==> config.mk <==
export PLATFORM = sky130hd
export DESIGN_NAME = aes_out_serializer_flat
export DESIGN_NICKNAME = d
export VERILOG_FILES = /design/src/rtl/aes_out_serializer_if.sv /design/src/rtl/aes_out_serializer.sv /design/src/flat_wrapper.sv
export SDC_FILE = /design/constraint.sdc
export NUM_CORES = 1
export LEC_CHECK = 0
export ABC_CLOCK_PERIOD_IN_PS = 8800
export CORE_MARGIN = 2
export CORE_UTILIZATION = 50
export DETAILED_ROUTE_END_ITERATION = 12
export HOLD_SLACK_MARGIN = 0.15
export PLACE_DENSITY = 0.79
export SYNTH_ARGS = -nofsm -noshare
export SYNTH_HDL_FRONTEND = slang
export SYNTH_SLANG_ARGS = --single-unit
export TNS_END_PERCENT = 100
==> constraint.sdc <==
create_clock -name clk -period 8.8 [get_ports clk]
set_input_delay 1.76 -clock clk [delete_from_list [all_inputs] [get_ports clk]]
set_output_delay 1.76 -clock clk [all_outputs]
set_load 0.02 [all_outputs]
==> src/rtl/aes_out_serializer_if.sv <==
// -----------------------------------------------------------------------------
// aes_out_serializer_if
// Groups the block-input and byte-stream signals of aes_out_serializer.
//   valid_in / data_in : 128-bit result blocks from the AES core (no backpressure)
//   byte_out / byte_valid / byte_ready : valid/ready byte stream toward the host
//   full / overflow / count : FIFO status
//   byte_last          : last-byte marker, present only when AES_OUT_LAST_EN is defined
// Modports:
//   master : the environment side (drives blocks and byte_ready)
//   slave  : the serializer side
// CW must match the CW parameter of the serializer it is connected to.
// -----------------------------------------------------------------------------
interface aes_out_serializer_if #(
    parameter int CW = 3
);
    logic          valid_in;
    logic [127:0]  data_in;
    logic [7:0]    byte_out;
    logic          byte_valid;
    logic          byte_ready;
    logic          full;
    logic          overflow;
    logic [CW-1:0] count;
`ifdef AES_OUT_LAST_EN
    logic          byte_last;

    modport master (
        output valid_in, data_in, byte_ready,
        input  byte_out, byte_valid, full, overflow, count, byte_last
    );

    modport slave (
        input  valid_in, data_in, byte_ready,
        output byte_out, byte_valid, full, overflow, count, byte_last
    );
`else
    modport master (
        output valid_in, data_in, byte_ready,
        input  byte_out, byte_valid, full, overflow, count
    );

    modport slave (
        input  valid_in, data_in, byte_ready,
        output byte_out, byte_valid, full, overflow, count
    );
`endif
endinterface

==> src/rtl/aes_out_serializer.sv <==
// -----------------------------------------------------------------------------
// aes_out_serializer
// Buffers 128-bit AES result blocks in a DEPTH-entry FIFO and emits each block
// as 16 bytes, most significant byte first, on a valid/ready byte stream.
// Blocks arriving while the FIFO is full are dropped and flag a sticky overflow.
//
// Ports:
//   clk  : system clock, rising edge
//   rst  : asynchronous active-high reset
//   bus  : aes_out_serializer_if.slave
//          (valid_in, data_in, byte_ready in; byte_out, byte_valid, full,
//           overflow, count out; byte_last out when AES_OUT_LAST_EN defined)
//
// Parameters:
//   DEPTH : FIFO entries, power of two, >= 2
//   CW    : occupancy count width, clog2(DEPTH+1)
//
// Optional feature macro: AES_OUT_LAST_EN adds byte_last, high on byte index 15.
// -----------------------------------------------------------------------------
module aes_out_serializer #(
    parameter int DEPTH = 4,
    parameter int CW    = 3
) (
    input  logic                 clk,
    input  logic                 rst,
    aes_out_serializer_if.slave  bus
);

    localparam int            AW      = (DEPTH > 1) ? $clog2(DEPTH) : 1;
    localparam logic [CW-1:0] DEPTH_C = CW'(DEPTH);
    localparam logic [CW-1:0] ONE_C   = {{(CW-1){1'b0}}, 1'b1};
    localparam logic [AW-1:0] PTR_ONE = {{(AW-1){1'b0}}, 1'b1};

    typedef enum logic [0:0] {
        ST_IDLE = 1'b0,
        ST_SEND = 1'b1
    } state_e;

    state_e         state_q, state_d;
    logic [127:0]   mem_q [DEPTH];
    logic [AW-1:0]  wr_ptr_q, wr_ptr_d;
    logic [AW-1:0]  rd_ptr_q, rd_ptr_d;
    logic [CW-1:0]  count_q, count_d;
    logic           full_q, full_d;
    logic           overflow_q, overflow_d;
    logic [127:0]   shift_q, shift_d;
    logic [3:0]     idx_q, idx_d;

    logic           byte_valid_s;
    logic           accept_s;
    logic           last_acc_s;
    logic           pop_s;
    logic           write_s;
    logic           drop_s;

    // FSM state register
    always_ff @(posedge clk or posedge rst) begin
        if (rst) begin
            state_q <= ST_IDLE;
        end else begin
            state_q <= state_d;
        end
    end

    // FSM next-state logic
    always_comb begin
        state_d = state_q;
        case (state_q)
            ST_IDLE: begin
                if (count_q != {CW{1'b0}}) begin
                    state_d = ST_SEND;
                end else begin
                    state_d = ST_IDLE;
                end
            end
            ST_SEND: begin
                // Stay in SEND when the next block is popped on the last byte.
                if (last_acc_s && (count_q == {CW{1'b0}})) begin
                    state_d = ST_IDLE;
                end else begin
                    state_d = ST_SEND;
                end
            end
            default: begin
                state_d = ST_IDLE;
            end
        endcase
    end

    // FSM outputs: byte valid, handshake decode and FIFO pop request
    always_comb begin
        byte_valid_s = 1'b0;
        pop_s        = 1'b0;
        case (state_q)
            ST_IDLE: begin
                byte_valid_s = 1'b0;
                pop_s        = (count_q != {CW{1'b0}});
            end
            ST_SEND: begin
                byte_valid_s = 1'b1;
                pop_s        = (idx_q == 4'd15) && bus.byte_ready
                               && (count_q != {CW{1'b0}});
            end
            default: begin
                byte_valid_s = 1'b0;
                pop_s        = 1'b0;
            end
        endcase
        accept_s   = byte_valid_s && bus.byte_ready;
        last_acc_s = accept_s && (idx_q == 4'd15);
        // full is the registered flag, so a same-cycle pop cannot rescue a block.
        write_s    = bus.valid_in && !full_q;
        drop_s     = bus.valid_in && full_q;
    end

    // FIFO pointer, occupancy and status next-state logic
    always_comb begin
        wr_ptr_d   = wr_ptr_q;
        rd_ptr_d   = rd_ptr_q;
        count_d    = count_q;
        overflow_d = overflow_q;

        if (write_s) begin
            wr_ptr_d = wr_ptr_q + PTR_ONE;
        end else begin
            wr_ptr_d = wr_ptr_q;
        end

        if (pop_s) begin
            rd_ptr_d = rd_ptr_q + PTR_ONE;
        end else begin
            rd_ptr_d = rd_ptr_q;
        end

        if (write_s && !pop_s) begin
            count_d = count_q + ONE_C;
        end else if (!write_s && pop_s) begin
            count_d = count_q - ONE_C;
        end else begin
            count_d = count_q;
        end

        if (drop_s) begin
            overflow_d = 1'b1;
        end else begin
            overflow_d = overflow_q;
        end

        full_d = (count_d == DEPTH_C);
    end

    // Shift register and byte index next-state logic
    always_comb begin
        shift_d = shift_q;
        idx_d   = idx_q;
        // A pop (including the back-to-back pop on byte 15) reloads the register.
        if (pop_s) begin
            shift_d = mem_q[rd_ptr_q];
            idx_d   = 4'd0;
        end else if (accept_s) begin
            shift_d = {shift_q[119:0], 8'h00};
            idx_d   = idx_q + 4'd1;
        end else begin
            shift_d = shift_q;
            idx_d   = idx_q;
        end
    end

    // Control and datapath registers
    always_ff @(posedge clk or posedge rst) begin
        if (rst) begin
            wr_ptr_q   <= {AW{1'b0}};
            rd_ptr_q   <= {AW{1'b0}};
            count_q    <= {CW{1'b0}};
            full_q     <= 1'b0;
            overflow_q <= 1'b0;
            shift_q    <= 128'h0;
            idx_q      <= 4'd0;
        end else begin
            wr_ptr_q   <= wr_ptr_d;
            rd_ptr_q   <= rd_ptr_d;
            count_q    <= count_d;
            full_q     <= full_d;
            overflow_q <= overflow_d;
            shift_q    <= shift_d;
            idx_q      <= idx_d;
        end
    end

    // FIFO storage; contents are only meaningful between the pointers
    always_ff @(posedge clk) begin
        if (write_s) begin
            mem_q[wr_ptr_q] <= bus.data_in;
        end
    end

    assign bus.byte_out   = shift_q[127:120];
    assign bus.byte_valid = byte_valid_s;
    assign bus.full       = full_q;
    assign bus.overflow   = overflow_q;
    assign bus.count      = count_q;
`ifdef AES_OUT_LAST_EN
    assign bus.byte_last  = byte_valid_s && (idx_q == 4'd15);
`endif

endmodule

==> src/flat_wrapper.sv <==
// flat-port wrapper written by rule: the top's interface ports become plain ports
module aes_out_serializer_flat 
#(
    parameter int DEPTH = 4,
    parameter int CW    = 3
)
  (clk, rst, bus_valid_in, bus_data_in, bus_byte_ready, bus_byte_out, bus_byte_valid, bus_full, bus_overflow, bus_count);
  aes_out_serializer_if #(.CW(CW)) bus_i ();
  input  logic clk;
  input  logic rst;
  input wire logic [$bits(bus_i.valid_in)-1:0] bus_valid_in;
  input wire logic [$bits(bus_i.data_in)-1:0] bus_data_in;
  input wire logic [$bits(bus_i.byte_ready)-1:0] bus_byte_ready;
  output wire logic [$bits(bus_i.byte_out)-1:0] bus_byte_out;
  output wire logic [$bits(bus_i.byte_valid)-1:0] bus_byte_valid;
  output wire logic [$bits(bus_i.full)-1:0] bus_full;
  output wire logic [$bits(bus_i.overflow)-1:0] bus_overflow;
  output wire logic [$bits(bus_i.count)-1:0] bus_count;
  assign bus_i.valid_in = bus_valid_in;
  assign bus_i.data_in = bus_data_in;
  assign bus_i.byte_ready = bus_byte_ready;
  assign bus_byte_out = bus_i.byte_out;
  assign bus_byte_valid = bus_i.byte_valid;
  assign bus_full = bus_i.full;
  assign bus_overflow = bus_i.overflow;
  assign bus_count = bus_i.count;
  aes_out_serializer #(.DEPTH(DEPTH), .CW(CW)) u_core (.clk(clk), .rst(rst), .bus(bus_i));
endmodule
Yosys cells after proc, flatten, opt, wreduce, memory -nomap -nowiden
Memory sizes are Yosys's and may differ from the RTL's. Index checks and enable logic that the tools add are counted.

$add $sub $neg: 5. Bitwise operators: 1. Reductions and logical operators: 15. Equality and inequality tests: 2. Mux-type cells: 13.

Operator list (count): two-way mux 128 bit (2); logical AND 1 bit (9); two-way mux 4 bit (2); two-way mux 3 bit (2); one-hot mux 1 bit (2 select lines) (3); adder 2 x 1 -> 2 bit, second input constant (2); adder 4 x 1 -> 4 bit, second input constant (1); == test 4 bit, second input constant (1); two-way mux 1 bit (4); adder 3 x 1 -> 3 bit, second input constant (1); == test 3 bit, second input constant (1); logical NOT 1 bit (3); logical NOT 3 bit (1); nonzero test 3 bit (1); subtractor 3 x 1 -> 3 bit, second input constant (1); nonzero test 2 bit (1); inverter 1 bit (1).

Output and inout bits: 14. Register bits: 142. Memories kept: 1. Logic and storage cells: 45. Bits in writable memories: 512. Bits of input ports: 132.

Memories: u_core.mem_q (words 4, width 128, rd ports 1, clocked after Yosys merged registers in 0, write ports 1, line aes_out_serializer.sv:40) `logic [127:0] mem_q [DEPTH];`.

Logic depth before layout (Yosys ltp)
Word-level depth: 8. Gate-level depth with buffers: 9. Gate-level depth less buffers: 6.

Least setup slack after synthesis
Ideal clock, no wire load.

Path kind: in2reg. Start: in bus_valid_in. End: mem u_core.mem_q[0][0], enable pin. Setup time: 502 ps. Arrival time: 5214 ps. Data required time: 8298 ps. Cell stages on the path: 3. Setup slack: 3084 ps. Path through: nor2b_1 > clkbuf_1 > and2_1.

Longest elaborated chain between the ends: 3.

RTL lines: from (decl) (line flat_wrapper.sv:11) `input wire logic [$bits(bus_i.valid_in)-1:0] bus_valid_in;`; logical AND 1 bit (line aes_out_serializer.sv:112) `write_s = bus.valid_in && !full_q;`; two-way mux 1 bit (line aes_out_serializer.sv:192) `if (write_s) begin`; two-way mux 1 bit (implied by the code) (line aes_out_serializer.sv:193) `mem_q[wr_ptr_q] <= bus.data_in;`; to (decl) (line aes_out_serializer.sv:40).

No other way between the ends.

Worst setup path in the final report
Start: in bus_valid_in. End: mem u_core.mem_q[3][80], enable pin.

The elaborated chain is that of the path after synthesis.

==> results by group <==
Logic synthesis
  – Mean Syn Cell Area: 19.4 µm²
  – Commonest cells in the netlist: edfxtp_1 (512), dfrtp_1 (142), nand2_1 (129), mux4_2 (128), o21ai_1 (121)
  – Yosys warns: 0
  – Synth async-reset ratio: around 22%
  – Synth Cell Area: 25200 µm²
  – Syn Inst Count: about 1300
  – Post-synth cell types: 40
  – Most common cell in the synthesized netlist: edfxtp_1
  – Syn nets: 1439
  – Post-synth EDFFs: 512
  – Synth area leader: edfxtp_1
  – Sequential area share after synthesis: about three quarters
  – Post-synthesis register bit count: between 600 and 700
  – Top_reg_cell synth: edfxtp_1
  – Synth area leaders: edfxtp_1 (61%), dfrtp_1 (14%), mux4_2 (11%)
  – Share of the synthesized area in the top cell type: 61.1%

Critical path
  – Crit path buffers/inverters: 2
  – Worst Path Max Fanout: 55
  – CP cell instances: clkdlybuf4s50_1, nor2b_1, and2_4, buf_4
  – Critical Path RT: 8990 ps
  – Max stage delay cell, worst path: buf_4
  – Crit Path Class: input pin to register
  – CP max stage delay: 760 ps
  – Crit end category: register
  – Worst Setup Start Kind: input pin
  – Critical path's top delay family: simple AND/OR/NAND/NOR gates
  – Critical path arrival: 4430 ps

Global route
  – Total grt overflow: 0
  – Largest net degree at the start of global routing: 251
  – Global-route wire length before repair: 77500 µm
  – Antenna violations before repair: 5
  – Vias in the first global route: about 13000
  – Tot GR Track Use: 19.6%

Final layout
  – # fillers: 3548
  – Multi-input gate area: 5690 µm²
  – Layout cells sized above 1: between 15 and 20%
  – Reg area: 18900 µm²
  – Layout net count: 1587
  – Layout area overhead: 16.7%

Route
  – Final wirelength: between 40000 and 50000 µm
  – DRC: 0
  – Initial DRC count: 1088
  – Average wire per standard cell: 23.0 µm
  – Via count: 12300
  – 1st-pass router iterations: 5
  – Routed Antenna Nets: 0
  – Vias per Instance: 5.64

STA
  – Peak Freq: 236 MHz
  – Pin slew with the least headroom to its limit: ~1300 ps
  – Final period util: 48.1%
  – Worst hold margin: 454 ps
  – Min Tclk post-route: 4230 ps
  – Headroom to the max-slew limit: 13.7%
  – Clk_skew: slightly below 20 ps
  – Fin. Hold Viols: 0
  – Slew Viols, Final: 0
  – Fin Setup TNS: 0 ps
  – RSZ-0062 raised after global routing: false
  – Setup violations, final: 0

Flow run
  – Max-cap violations: 0

Floorplan
  – Floorplan row count: 82
  – # IOs: 146
  – Die height: 228 µm
  – Die area: 52100 µm²
  – Chip Width: 228 µm
  – Core area: 50000 µm²
  – Starting Density: about 50%

Clock tree
  – Htree depth: 3
  – CTS tree: yes
  – Gates resized, CTS repair: 0
  – # clock sinks: 654
  – Reg clk slew, reported paths: 60 ps
  – Clock buffers created by TritonCTS: 66
  – Setup Fix Bufs, Post-CTS: 0
  – Skew-Pair Late Insertion Delay: 580 ps
  – CTS max path bufs: 3
  – Root buf cell: clkbuf_16
  – CTS Hold Bufs: 0

Power
  – Cell leakage power: 9.79 nW
  – Power Dens Cells: 306 nW/µm²
  – Worst VDD drop: 0.198 mV

Hold path
  – Type of the most critical hold path: register to register

Outcome
  – Status: finished, final reports clean

Placement
  – Hpwl dp: 28500 µm
  – I/O Buffers: approximately 150
  – GP Congestion: 0.733
sequential cells by signal (all words and copies together), names as in the netlist:
signal / count
u_core.bus.count: 3
u_core.bus.full: 1
u_core.bus.overflow: 1
u_core.idx_q: 4
u_core.mem_q: 512
u_core.rd_ptr_q: 2
u_core.shift_q: 128
u_core.state_q: 1
u_core.wr_ptr_q: 2
report_power, final:
part           internal, W  total, W  leakage (nW)  switching, W
registers          0.00405   0.00433          6.63      0.000282
clock network      0.00176   0.00288          1.09       0.00112
logic             0.000836   0.00177          2.08      0.000932
total              0.00665   0.00898          9.79       0.00233
cell families after synthesis:
family                   after synthesis  share of synthesized area, %
XOR/XNOR                               5                         0.174
AO/OA/AOI/OAI                        147                          3.21
multiplexers                         249                          16.3
AND/OR/NAND/NOR                      147                          2.44
flip-flops                           654                          75.2
adder cells (fa/ha/maj)                9                         0.438
buffers and inverters                 88                          2.26
per-layer routing:
layer	up-vias	global-route usage [%]	wire length (µm)
met1	6410	26.2	20600
met3	91	4.08	2700
met5	-	0	22
li1	5409	-	-
met4	4	6.56	1380
met2	340	32.5	25300
cell type report:
class                           count  share of cell area (%)
Clock buffer                       93                    6.42
Multi-Input combinational cell    557                    19.4
Timing Repair Buffer              161                    5.43
Sequential cell                   654                    64.5
Tap cell                          672                    2.86
Clock inverter                     26                    1.31
Antenna cell                        3                  0.0256
Inverter                            7                   0.106
layout by cell type, fill, tap and decap left out, types with 3 or more instances in the layout:
cell               n
dfrtp_1          140
o21ai_1          121
xnor2_1            4
bufinv_16          9
clkbuf_8           9
clkbuf_1          16
clkinv_2           6
edfxtp_1         512
inv_1              6
mux2i_1          120
clkbuf_16         68
diode_2            3
buf_4             14
ha_1               8
clkdlybuf4s50_1  145
nand2_1          129
clkinvlp_4         7
mux4_2           128
and2_4             5
nand3_1            4
o21ai_0            5
a22o_1             8
per-stage QoR:
stage | std cells | worst slack (ps) | area (µm²) | util [%] | total power, W
floorplan | 1299 | 3080 | 25200 | - | 0.00570
global placement | 2051 | 4070 | 27100 | 54.2 | 0.00611
detailed placement | 2051 | 3950 | 27100 | 54.2 | 0.00620
CTS | 2170 | 4550 | 29400 | 58.8 | 0.00908
global route | 2172 | 4420 | 29400 | 58.8 | 0.00937
finish | 2173 | 4570 | 29400 | 58.8 | 0.00898
worst paths after layout:
kind	from	endpoint	slack, ps	cells past startpoint
max	bus_valid_in	u_core.mem_q[3][80]$_DFFE_PP_	4570	4
min	u_core.bus.overflow$_DFFE_PP0P_	u_core.bus.overflow$_DFFE_PP0P_	450	1
max reg2reg	u_core.rd_ptr_q[0]$_DFFE_PP0N_	u_core.shift_q[33]$_DFFE_PP0P_	5470	5
min reg2reg	u_core.bus.overflow$_DFFE_PP0P_	u_core.bus.overflow$_DFFE_PP0P_	450	1
max in group asynchronous	rst	u_core.rd_ptr_q[0]$_DFFE_PP0N_	5450	3
min in group asynchronous	rst	u_core.shift_q[23]$_DFFE_PP0P_	1760	2
worst reg2reg max path: stages, from the launching register on:
cell and delay, ps:
dfrtp_4 710, buf_4 780, buf_4 630, mux4_2 660
mux2i_1 310, o21ai_1 90
Power figures use the tool's default switching activity.
